### src/rtl/dot11_tx_encoder_pkg.sv
// rtl/dot11_tx_encoder_pkg.sv - state codes, rate codes and rate lookup for the 802.11a/g TX bit pipeline
package dot11_tx_encoder_pkg;

  typedef enum logic [2:0] {
    S_TX_IDLE    = 3'd0,
    S_TX_SERVICE = 3'd1,
    S_TX_DATA    = 3'd2,
    S_TX_TAIL    = 3'd3,
    S_TX_PAD     = 3'd4
  } tx_state_t;

  typedef enum logic [1:0] {
    PUNCT_12 = 2'd0,
    PUNCT_23 = 2'd1,
    PUNCT_34 = 2'd2
  } punct_t;

  localparam logic [3:0] RATE_6  = 4'b1011;
  localparam logic [3:0] RATE_9  = 4'b1111;
  localparam logic [3:0] RATE_12 = 4'b1010;
  localparam logic [3:0] RATE_18 = 4'b1110;
  localparam logic [3:0] RATE_24 = 4'b1001;
  localparam logic [3:0] RATE_36 = 4'b1101;
  localparam logic [3:0] RATE_48 = 4'b1000;
  localparam logic [3:0] RATE_54 = 4'b1100;

  localparam logic [6:0] DEFAULT_SEED = 7'b1011101;

  typedef struct packed {
    logic [7:0] n_dbps;
    punct_t     punct;
  } rate_cfg_t;

  function automatic rate_cfg_t rate_lookup(input logic [3:0] rate);
    rate_cfg_t cfg;
    case (rate)
      RATE_9:  cfg = '{n_dbps: 8'd36,  punct: PUNCT_34};
      RATE_12: cfg = '{n_dbps: 8'd48,  punct: PUNCT_12};
      RATE_18: cfg = '{n_dbps: 8'd72,  punct: PUNCT_34};
      RATE_24: cfg = '{n_dbps: 8'd96,  punct: PUNCT_12};
      RATE_36: cfg = '{n_dbps: 8'd144, punct: PUNCT_34};
      RATE_48: cfg = '{n_dbps: 8'd192, punct: PUNCT_23};
      RATE_54: cfg = '{n_dbps: 8'd216, punct: PUNCT_34};
      default: cfg = '{n_dbps: 8'd24,  punct: PUNCT_12};
    endcase
    return cfg;
  endfunction

endpackage

### src/rtl/dot11_tx_encoder_conv.sv
// rtl/dot11_tx_encoder_conv.sv - K=7 rate-1/2 convolutional encoder (133/171 octal)
module conv_encoder_k7 (
  input  logic clock,
  input  logic reset,
  input  logic clear,
  input  logic bit_in,
  input  logic strobe,
  output logic a,
  output logic b
);

  // hist[5] is the previous input bit, hist[0] the one six bits back
  logic [5:0] hist;

  always_ff @(posedge clock or negedge reset) begin
    if (!reset) begin
      hist <= '0;
    end else if (clear) begin
      hist <= '0;
    end else if (strobe) begin
      hist <= {bit_in, hist[5:1]};
    end
  end

  assign a = ^(7'o133 & {bit_in, hist});
  assign b = ^(7'o171 & {bit_in, hist});

endmodule

### src/rtl/dot11_tx_encoder.sv
// rtl/dot11_tx_encoder.sv - DATA field builder: scramble, K=7 encode and puncture to a serial coded stream
module dot11_tx_encoder
  import dot11_tx_encoder_pkg::*;
(
  input  logic        clock,
  input  logic        reset,
  input  logic        enable,
  input  logic        start,
  input  logic [3:0]  rate,
  input  logic [11:0] len,
  input  logic [6:0]  seed,
  input  logic        scramble_bypass,
  input  logic [7:0]  byte_in,
  input  logic        byte_in_strobe,
  output logic        byte_in_ready,
  output logic        coded_out,
  output logic        coded_out_strobe,
  input  logic        coded_out_ready,
  output logic        busy,
  output logic        done
);

  tx_state_t  state, state_nx;
  rate_cfg_t  cfg_in;
  logic [7:0] n_dbps;
  punct_t     punct;
  logic       bypass;
  logic [11:0] len_r;
  logic [11:0] bytes_left;
  logic [6:0] scr;
  logic [7:0] sreg;
  logic [3:0] sh_cnt;
  logic [4:0] cnt;
  logic [7:0] sym_cnt;
  logic [7:0] sym_next;
  logic [1:0] phase;
  logic       sub;
  logic       done_r;

  logic start_ok, have_bit, src_bit, fb, enc_bit, enc_a, enc_b;
  logic two_out, last_sub, cur_bit, xfer, adv, load, frame_end, phase_wrap;

  assign cfg_in   = rate_lookup(rate);
  assign start_ok = enable && start && (state == S_TX_IDLE) && !done_r;

  assign have_bit = (state inside {S_TX_SERVICE, S_TX_TAIL, S_TX_PAD}) ||
                    ((state == S_TX_DATA) && (sh_cnt != 4'd0));
  assign src_bit  = (state == S_TX_DATA) ? sreg[0] : 1'b0;
  assign fb       = scr[6] ^ scr[3];
  // Tail bits are zeroed after scrambling so the encoder flushes to the all-zero state
  assign enc_bit  = (state == S_TX_TAIL) ? 1'b0 : (bypass ? src_bit : (src_bit ^ fb));

  conv_encoder_k7 u_enc (
    .clock  (clock),
    .reset  (reset),
    .clear  (start_ok),
    .bit_in (enc_bit),
    .strobe (adv),
    .a      (enc_a),
    .b      (enc_b)
  );

  // Puncturing: phase 0 of every period keeps A and B; later phases keep one bit
  assign two_out  = (punct == PUNCT_12) || (phase == 2'd0);
  assign last_sub = !two_out || sub;
  assign cur_bit  = sub ? enc_b : (((punct == PUNCT_34) && (phase == 2'd2)) ? enc_b : enc_a);
  assign phase_wrap = (punct == PUNCT_12) ||
                      ((punct == PUNCT_23) && (phase == 2'd1)) ||
                      ((punct == PUNCT_34) && (phase == 2'd2));

  assign coded_out_strobe = enable && have_bit;
  assign coded_out        = coded_out_strobe && cur_bit;
  assign xfer             = coded_out_strobe && coded_out_ready;
  assign adv              = xfer && last_sub;
  assign sym_next         = (sym_cnt == n_dbps - 8'd1) ? 8'd0 : sym_cnt + 8'd1;

  // A byte may land in the same cycle the last buffered bit leaves
  assign byte_in_ready = enable && (state == S_TX_DATA) && (bytes_left != 12'd0) &&
                         ((sh_cnt == 4'd0) || ((sh_cnt == 4'd1) && adv));
  assign load          = byte_in_ready && byte_in_strobe;

  assign frame_end = adv && (((state == S_TX_TAIL) && (cnt == 5'd5) && (sym_next == 8'd0)) ||
                             ((state == S_TX_PAD) && (sym_next == 8'd0)));
  assign busy = (state != S_TX_IDLE) || done_r;
  assign done = done_r;

  always_ff @(posedge clock or negedge reset) begin
    if (!reset) begin
      state <= S_TX_IDLE;
    end else begin
      state <= state_nx;
    end
  end

  always_comb begin
    state_nx = state;
    case (state)
      S_TX_IDLE:    if (start_ok) state_nx = S_TX_SERVICE;
      S_TX_SERVICE: if (adv && (cnt == 5'd15)) state_nx = (len_r == 12'd0) ? S_TX_TAIL : S_TX_DATA;
      S_TX_DATA:    if (adv && (sh_cnt == 4'd1) && !load && (bytes_left == 12'd0)) state_nx = S_TX_TAIL;
      S_TX_TAIL:    if (adv && (cnt == 5'd5)) state_nx = (sym_next == 8'd0) ? S_TX_IDLE : S_TX_PAD;
      S_TX_PAD:     if (adv && (sym_next == 8'd0)) state_nx = S_TX_IDLE;
      default:      state_nx = S_TX_IDLE;
    endcase
  end

  always_ff @(posedge clock or negedge reset) begin
    if (!reset) begin
      n_dbps     <= '0;
      punct      <= PUNCT_12;
      bypass     <= 1'b0;
      len_r      <= '0;
      bytes_left <= '0;
      scr        <= '0;
      sreg       <= '0;
      sh_cnt     <= '0;
      cnt        <= '0;
      sym_cnt    <= '0;
      phase      <= '0;
      sub        <= 1'b0;
      done_r     <= 1'b0;
    end else begin
      done_r <= frame_end;
      if (start_ok) begin
        n_dbps     <= cfg_in.n_dbps;
        punct      <= cfg_in.punct;
        bypass     <= scramble_bypass;
        len_r      <= len;
        bytes_left <= len;
        scr        <= (seed == 7'd0) ? DEFAULT_SEED : seed;
        sh_cnt     <= '0;
        cnt        <= '0;
        sym_cnt    <= '0;
        phase      <= '0;
        sub        <= 1'b0;
      end else begin
        if (xfer) sub <= !last_sub;
        if (adv) begin
          scr     <= {scr[5:0], fb};
          sym_cnt <= sym_next;
          phase   <= phase_wrap ? 2'd0 : phase + 2'd1;
          cnt     <= (state_nx != state) ? 5'd0 : cnt + 5'd1;
          if (state == S_TX_DATA) begin
            sreg   <= sreg >> 1;
            sh_cnt <= sh_cnt - 4'd1;
          end
        end
        if (load) begin
          sreg       <= byte_in;
          sh_cnt     <= 4'd8;
          bytes_left <= bytes_left - 12'd1;
        end
      end
    end
  end

endmodule

### config.mk
export PLATFORM = sky130hd
export DESIGN_NAME = dot11_tx_encoder
export DESIGN_NICKNAME = d
export VERILOG_FILES = /design/src/rtl/dot11_tx_encoder_pkg.sv /design/src/rtl/dot11_tx_encoder_conv.sv /design/src/rtl/dot11_tx_encoder.sv
export SDC_FILE = /design/constraint.sdc
export NUM_CORES = 1
export LEC_CHECK = 0
export ABC_AREA = 1
export BUFFER_PORTS_ARGS = -buffer_cell sky130_fd_sc_hd__buf_2
export CORE_UTILIZATION = 50
export CTS_BUF_LIST = sky130_fd_sc_hd__clkbuf_4 sky130_fd_sc_hd__clkbuf_8
export DETAILED_ROUTE_END_ITERATION = 8
export HOLD_SLACK_MARGIN = 0.15
export MAX_ROUTING_LAYER = met4
export PLACE_DENSITY = 0.73
export SETUP_SLACK_MARGIN = 0.1
export SLEW_MARGIN = 20
export SYNTH_ARGS = -nofsm -noshare
export SYNTH_HDL_FRONTEND = slang
export SYNTH_SLANG_ARGS = --single-unit
### constraint.sdc
create_clock -name clock -period 2.6 [get_ports clock]
set_input_delay 0.13 -clock clock [delete_from_list [all_inputs] [get_ports clock]]
set_output_delay 0.13 -clock clock [all_outputs]
set_load 0.02 [all_outputs]
==> results_dict.tcl, run 1 <==
set metrics [dict create \
    htree_levels 3 \
    drv_cap 0 \
    cp-start-kind "flop" \
    utilization 0.628 \
    grt_max_degree 79 \
    cts_tree "built" \
    multi_input_area_um2 2100 \
    synth.yosys.seq_area_share 0.443 \
    required_ps 2860 \
    fin_crit_sh 0.913 \
    grt_pass1_vias 3820 \
    grt_pass1_wl_mm 17.3 \
    drtIter0Drc 234 \
    placedCellCount 702 \
    fin_area_um2 5270 \
    critical_path_class "flop to flop" \
    worst_ir_drop_vdd_mv 0.457 \
    start_util 0.526 \
    dr.pass1.iters 5 \
    cts-root-buf "clkbuf_8" \
    clk_latency_ps 340 \
    tightest_slew_ps 695 \
    syn_area_per_cell_um2 7.76 \
    n_fill_cell 732 \
    cts_max_path_buffers 2 \
    max_slew_margin 0.536 \
    core_um2 8380 \
    syn_area_um2 4410 \
    hold_path_depth 4 \
    arrival_ps 2640 \
    tns_ps 0 \
    critPathMaxFanout 7 \
    slew_viol_final 0 \
    dieArea_um2 9190 \
    hold_class "input port to flop" \
    fin_skew_ps 10.6 \
    routedWlPerCell_um 13.1 \
    die_x_um 95.9 \
    yosysWarningCount 0 \
    drtAntennaViolNets 0 \
    viasPerCell 5.20 \
    antenna_found_initial 0 \
    rows 33 \
    drc_errors 0 \
    die_h_um 95.9 \
    ys_seq_elements 78 \
    final_common_cell "nand2_1" \
    ff_latch_area_um2 1950 \
    syn_inst 568 \
    synth_cell_types 42 \
    io_pins 43 \
    min_period_ps 2370 \
    powerDensity_nw_per_um2 793 \
    vias 3937 \
    grt_overflow_total 0 \
    area_growth_pct 19.6 \
    final_nets 700 \
    setup_viol 0 \
    status "complete, no violations" \
    n_antenna_cell 0 \
    r2r_cells 11 \
    globalRouteTotalUtil 0.249 \
    place_congestion 0.872 \
    fin_cells 757 \
    layout-drive-gt1-share 0.133 \
    crit_path_end_kind "flop" \
    cts_buffers 9 \
    dp_hpwl_mm 6.71 \
    rsz0062_at_grt "no" \
    cts.sink_count 78 \
    port_buffers 42 \
    drt_wl_total_mm 9.95 \
    path_clk_slew_ps 70 \
    fin_hold_ws_ps 199 \
    clock.fmax_mhz 421 \
    dpl-instance-area_um2 4700 \
    synth_nets 618 \
    hold_violations 0 \
    r2r_slack_ps 230 \
    leakage_nw 2.57 \
    final_cell_mix "nand2_1, dfrtp_1, inv_1, nor2_1, o21ai_0" \
]
metrics by stage:
| step | worst slack (ps) | total power [mW] |
|---|---|---|
| 3_5_place_dp | 300 | 3.39 |
| 6_report | 226 | 4.18 |
| 5_1_grt | 93.7 | 4.54 |
| 4_1_cts | 133 | 4.18 |
| 3_3_place_gp | 361 | 3.31 |
| 2_1_floorplan | 591 | 3.01 |
power breakdown:
| group | leakage [nW] | internal, mW | total [mW] | switching [mW] |
|---|---|---|---|---|
| clock | 0.0810 | 0.337 | 0.745 | 0.409 |
| combinational | 1.49 | 0.645 | 1.53 | 0.885 |
| sequential | 0.999 | 1.59 | 1.90 | 0.306 |
registers in the layout, indices dropped and copies added (netlist names):
name / flops
u_enc.hist: 6
state: 3
len_r: 12
bytes_left: 12
scr: 7
phase: 2
punct: 2
sh_cnt: 4
n_dbps: 6
sym_cnt: 8
sreg: 8
done: 1
cnt: 5
sub: 1
bypass: 1
path summary, 6_finish.rpt:
check / startpoint / end
setup / recovery: bytes_left[0]$_DFFE_PN0P_ / sreg[5]$_DFFE_PN0P_
hold / removal: rate[0] / punct[0]$_DFFE_PN0P_
setup reg to reg: bytes_left[0]$_DFFE_PN0P_ / sreg[5]$_DFFE_PN0P_
hold reg to reg: bypass$_DFFE_PN0P_ / bypass$_DFFE_PN0P_
max in group asynchronous: reset / state[2]$_DFF_PN0_
min in group asynchronous: reset / sym_cnt[4]$_DFFE_PN0P_
logic make-up (layout without fill, tap and decap cells):
logic type,after synthesis,count (layout),synth area share
flops,78,78,0.443
simple gates,271,271,0.271
compound gates,100,100,0.134
xor+xnor,18,18,0.0358
fa+ha+maj,12,12,0.0341
buf+inv,89,173,0.0821
cell usage after synthesis:
library cell	instances	area (µm²)
nand2_1	146	548
dfrtp_1	78	1950
inv_1	69	259
nor2_1	59	221
o21ai_0	51	255
nand3_1	30	150
a31oi_1	13	81.3
ha_1	12	150
a21oi_1	11	55.1
nand4_1	11	68.8
xnor2_1	9	78.8
xor2_1	9	78.8
clkbuf_1	8	30.0
o22ai_1	7	43.8
buf_2	6	30.0
nor3_1	6	30.0
nand2_2	4	25.0
nor4_1	4	25.0
o211ai_1	4	30.0
nand2_4	3	33.8
o221ai_1	3	26.3
a22oi_1	2	15.0
buf_6	2	22.5
nor2_4	2	22.5
or2_2	2	12.5
a21boi_0	1	7.51
a21oi_4	1	16.3
a22o_1	1	8.76
a2bb2oi_1	1	8.76
a31o_2	1	8.76
buf_1	1	3.75
buf_4	1	7.51
clkbuf_2	1	5.00
inv_2	1	3.75
nand4_4	1	21.3
nor2_8	1	20.0
nor3b_1	1	7.51
o211ai_2	1	12.5
o21ai_1	1	5.00
o21ai_2	1	8.76
o31ai_1	1	7.51
or4_1	1	7.51
layer usage:
layer  up-vias  global-route usage  part of all wire
li1       2014                   -                 -
met1      1837               0.335              0.48
met2        77               0.393              0.47
met3         9              0.0411             0.037
met4         0              0.0684             0.010
met5         -                   -                 0
repair_timing:
action	in CTS	in global routing
endpoints found under the hold margin	117	0
resized for setup	0	5
setup endpoints to repair	0	24
buffers inserted	0	4
hold buffers	38	0
cell type report:
class                   count  area share
repair buffers             90       0.128
multi-input cells         401       0.399
well taps                 105      0.0249
clock buffers              10      0.0249
flip-flops and latches     78       0.371
inverters                  70      0.0499
clock inverters             3     0.00285
worst max-delay path, cell delays in order (launching register included):
cell and delay (ps):
dfrtp_1 350, inv_1 70, ha_1 250, nand2_2 110, nor2_1 60, nand2_2 100
nor3_2 60, or2_2 330, nor2_8 150, nand3_1 90, dlygate4sd3_1 570, a31oi_1 160
Note: power is estimated with default switching activity, not from simulation.
==> run 2: changes to the inputs <==
--- a/config.mk
+++ b/config.mk
@@ -12,8 +12,7 @@
 export DETAILED_ROUTE_END_ITERATION = 8
 export HOLD_SLACK_MARGIN = 0.15
 export MAX_ROUTING_LAYER = met4
-export PLACE_DENSITY = 0.73
-export SETUP_SLACK_MARGIN = 0.1
+export PLACE_DENSITY_LB_ADDON = 0.1
 export SLEW_MARGIN = 20
 export SYNTH_ARGS = -nofsm -noshare
 export SYNTH_HDL_FRONTEND = slang
==> run 2 against run 1 <==
Effect of this change: critical path depth up 1; sequential share of layout area is 0.51 points lower; cell area up 1.4%; worst setup slack got worse by 29 ps; largest cell class unchanged.
==> results_dict.tcl, run 2 (synthesis results as in run 1) <==
set metrics [dict create \
    fin_crit_sh 0.924 \
    clock.fmax_mhz 416 \
    io_pins 43 \
    tightest_slew_ps 724 \
    drv_cap 0 \
    place_congestion 0.820 \
    drt_wl_total_mm 10.1 \
    cts.sink_count 78 \
    required_ps 2890 \
    grt_overflow_total 0 \
    globalRouteTotalUtil 0.248 \
    r2r-end "sreg[1]$_DFFE_PN0P_" \
    grt_pass1_wl_mm 17.1 \
    status "complete, no violations" \
    core_um2 8380 \
    routedWlPerCell_um 13.2 \
    layout-drive-gt1-share 0.135 \
    n_fill_cell 769 \
    critPathMaxFanout 8 \
    cp-start-kind "flop" \
    critical_path_class "flop to flop" \
    hold_path_depth 4 \
    cts_tree "built" \
    n_antenna_cell 0 \
    clk_latency_ps 360 \
    port_buffers 42 \
    setup_viol 0 \
    die_x_um 95.9 \
    tns_ps 0 \
    slew_viol_final 0 \
    final_cell_mix "nand2_1, dfrtp_1, inv_1, nor2_1, o21ai_0" \
    r2r_slack_ps 200 \
    rows 33 \
    drtAntennaViolNets 0 \
    final_common_cell "nand2_1" \
    leakage_nw 2.58 \
    grt_pass1_vias 3828 \
    viasPerCell 5.21 \
    min_period_ps 2400 \
    final_nets 703 \
    dieArea_um2 9190 \
    ff_latch_area_um2 1950 \
    dp_hpwl_mm 6.73 \
    max_slew_margin 0.517 \
    path_clk_slew_ps 90 \
    r2r_start "sh_cnt[0]$_DFFE_PN0P_" \
    hold_class "input port to flop" \
    drc_errors 0 \
    start_util 0.526 \
    die_h_um 95.9 \
    top_regs "bytes_left (12), len_r (12)" \
    area_growth_pct 21.2 \
    power.total_mw 4.29 \
    grt_max_degree 79 \
    crit_path_end_kind "flop" \
    min_to "punct[0]$_DFFE_PN0P_" \
    htree_levels 3 \
    worstHoldStart "rate[0]" \
    drtIter0Drc 219 \
    cts-root-buf "clkbuf_8" \
    antenna_found_initial 0 \
    fin_skew_ps 12.0 \
    arrival_ps 2690 \
    cts_buffers 9 \
    vias 3973 \
    worst_ir_drop_vdd_mv 0.510 \
    multi_input_area_um2 2110 \
    cts_max_path_buffers 2 \
    hold_violations 0 \
    powerDensity_nw_per_um2 804 \
    dr.pass1.iters 5 \
    r2r_cells 12 \
]
## run 2: cell types whose count changed in the layout (fill, tap and decap cells not counted), sizes merged
cell	before	now
buf	52	51
dlygate4sd3	38	41
clkbuf	10	9
inv	70	74
clkinvlp	0	1
clkinv	3	2
nor2	62	63
## run 2: area by class of cell
class                           instances  area share
Clock buffer                            9      0.0232
Clock inverter                          7      0.0117
Inverter                               70      0.0492
Multi-Input combinational cell        402       0.396
Sequential cell                        78       0.366
Tap cell                              105      0.0246
Timing Repair Buffer                   92       0.130
## run 2: worst max path at each step
stage,to,from,slack (ps),cells after the start
after global placement,sh_cnt[3]$_DFFE_PN0P_,bytes_left[0]$_DFFE_PN0P_,310,13
after floorplan,bytes_left[9]$_DFFE_PN0P_,bytes_left[0]$_DFFE_PN0P_,590,12
after CTS,sreg[5]$_DFFE_PN0P_,phase[0]$_DFFE_PN0P_,50,10
after detailed placement,sh_cnt[3]$_DFFE_PN0P_,sh_cnt[0]$_DFFE_PN0P_,280,14
after global routing,sreg[1]$_DFFE_PN0P_,state[2]$_DFF_PN0_,-5,12
final,sreg[1]$_DFFE_PN0P_,sh_cnt[0]$_DFFE_PN0P_,200,12
## run 2: power by group
part	total [mW]	internal [mW]	switching [mW]	leakage, nW
clock network	0.875	0.367	0.509	0.0927
logic	1.52	0.642	0.874	1.49
registers	1.90	1.59	0.309	0.999
## run 2: critical path, cell delays in order (launching register included)
cell and delay [ps]:
dfrtp_1 400, inv_1 80, ha_1 240, nand2_1 100
nand2_2 60, nand2_2 100, nand4_4 150, nor2_4 160
a21oi_4 70, nor2_8 160, nand3_1 80, dlygate4sd3_1 570
a31oi_1 160
## run 2: through the flow
step                      cells  hold WS [ps]   util  setup slack, ps  area [µm²]
final                       763           174  0.637              197        5340
after global routing        763           218  0.637            -5.38        5340
after CTS                   757           163  0.630             53.3        5280
after detailed placement    700           353  0.558              284        4680
after global placement      700           351  0.558              310        4680
after floorplan             568          -166      -              591        4410
## run 2: metal layers
| layer | routed length, µm | global-route usage | share of wire | vias up |
|---|---|---|---|---|
| met5 | 0 | - | 0 | - |
| met4 | 123 | 0.0920 | 0.012 | 0 |
| met3 | 280 | 0.0332 | 0.028 | 10 |
| met2 | 4690 | 0.404 | 0.47 | 64 |
| met1 | 4960 | 0.317 | 0.49 | 1873 |
| li1 | - | - | - | 2026 |
## run 2: repair_timing
| action | CTS | global route |
|---|---|---|
| setup buffers | 0 | 5 |
| hold buffers | 41 | 0 |
| hold endpoints to repair | 120 | 0 |
| endpoints found under the setup margin | 0 | 6 |
| resized for setup | 0 | 5 |
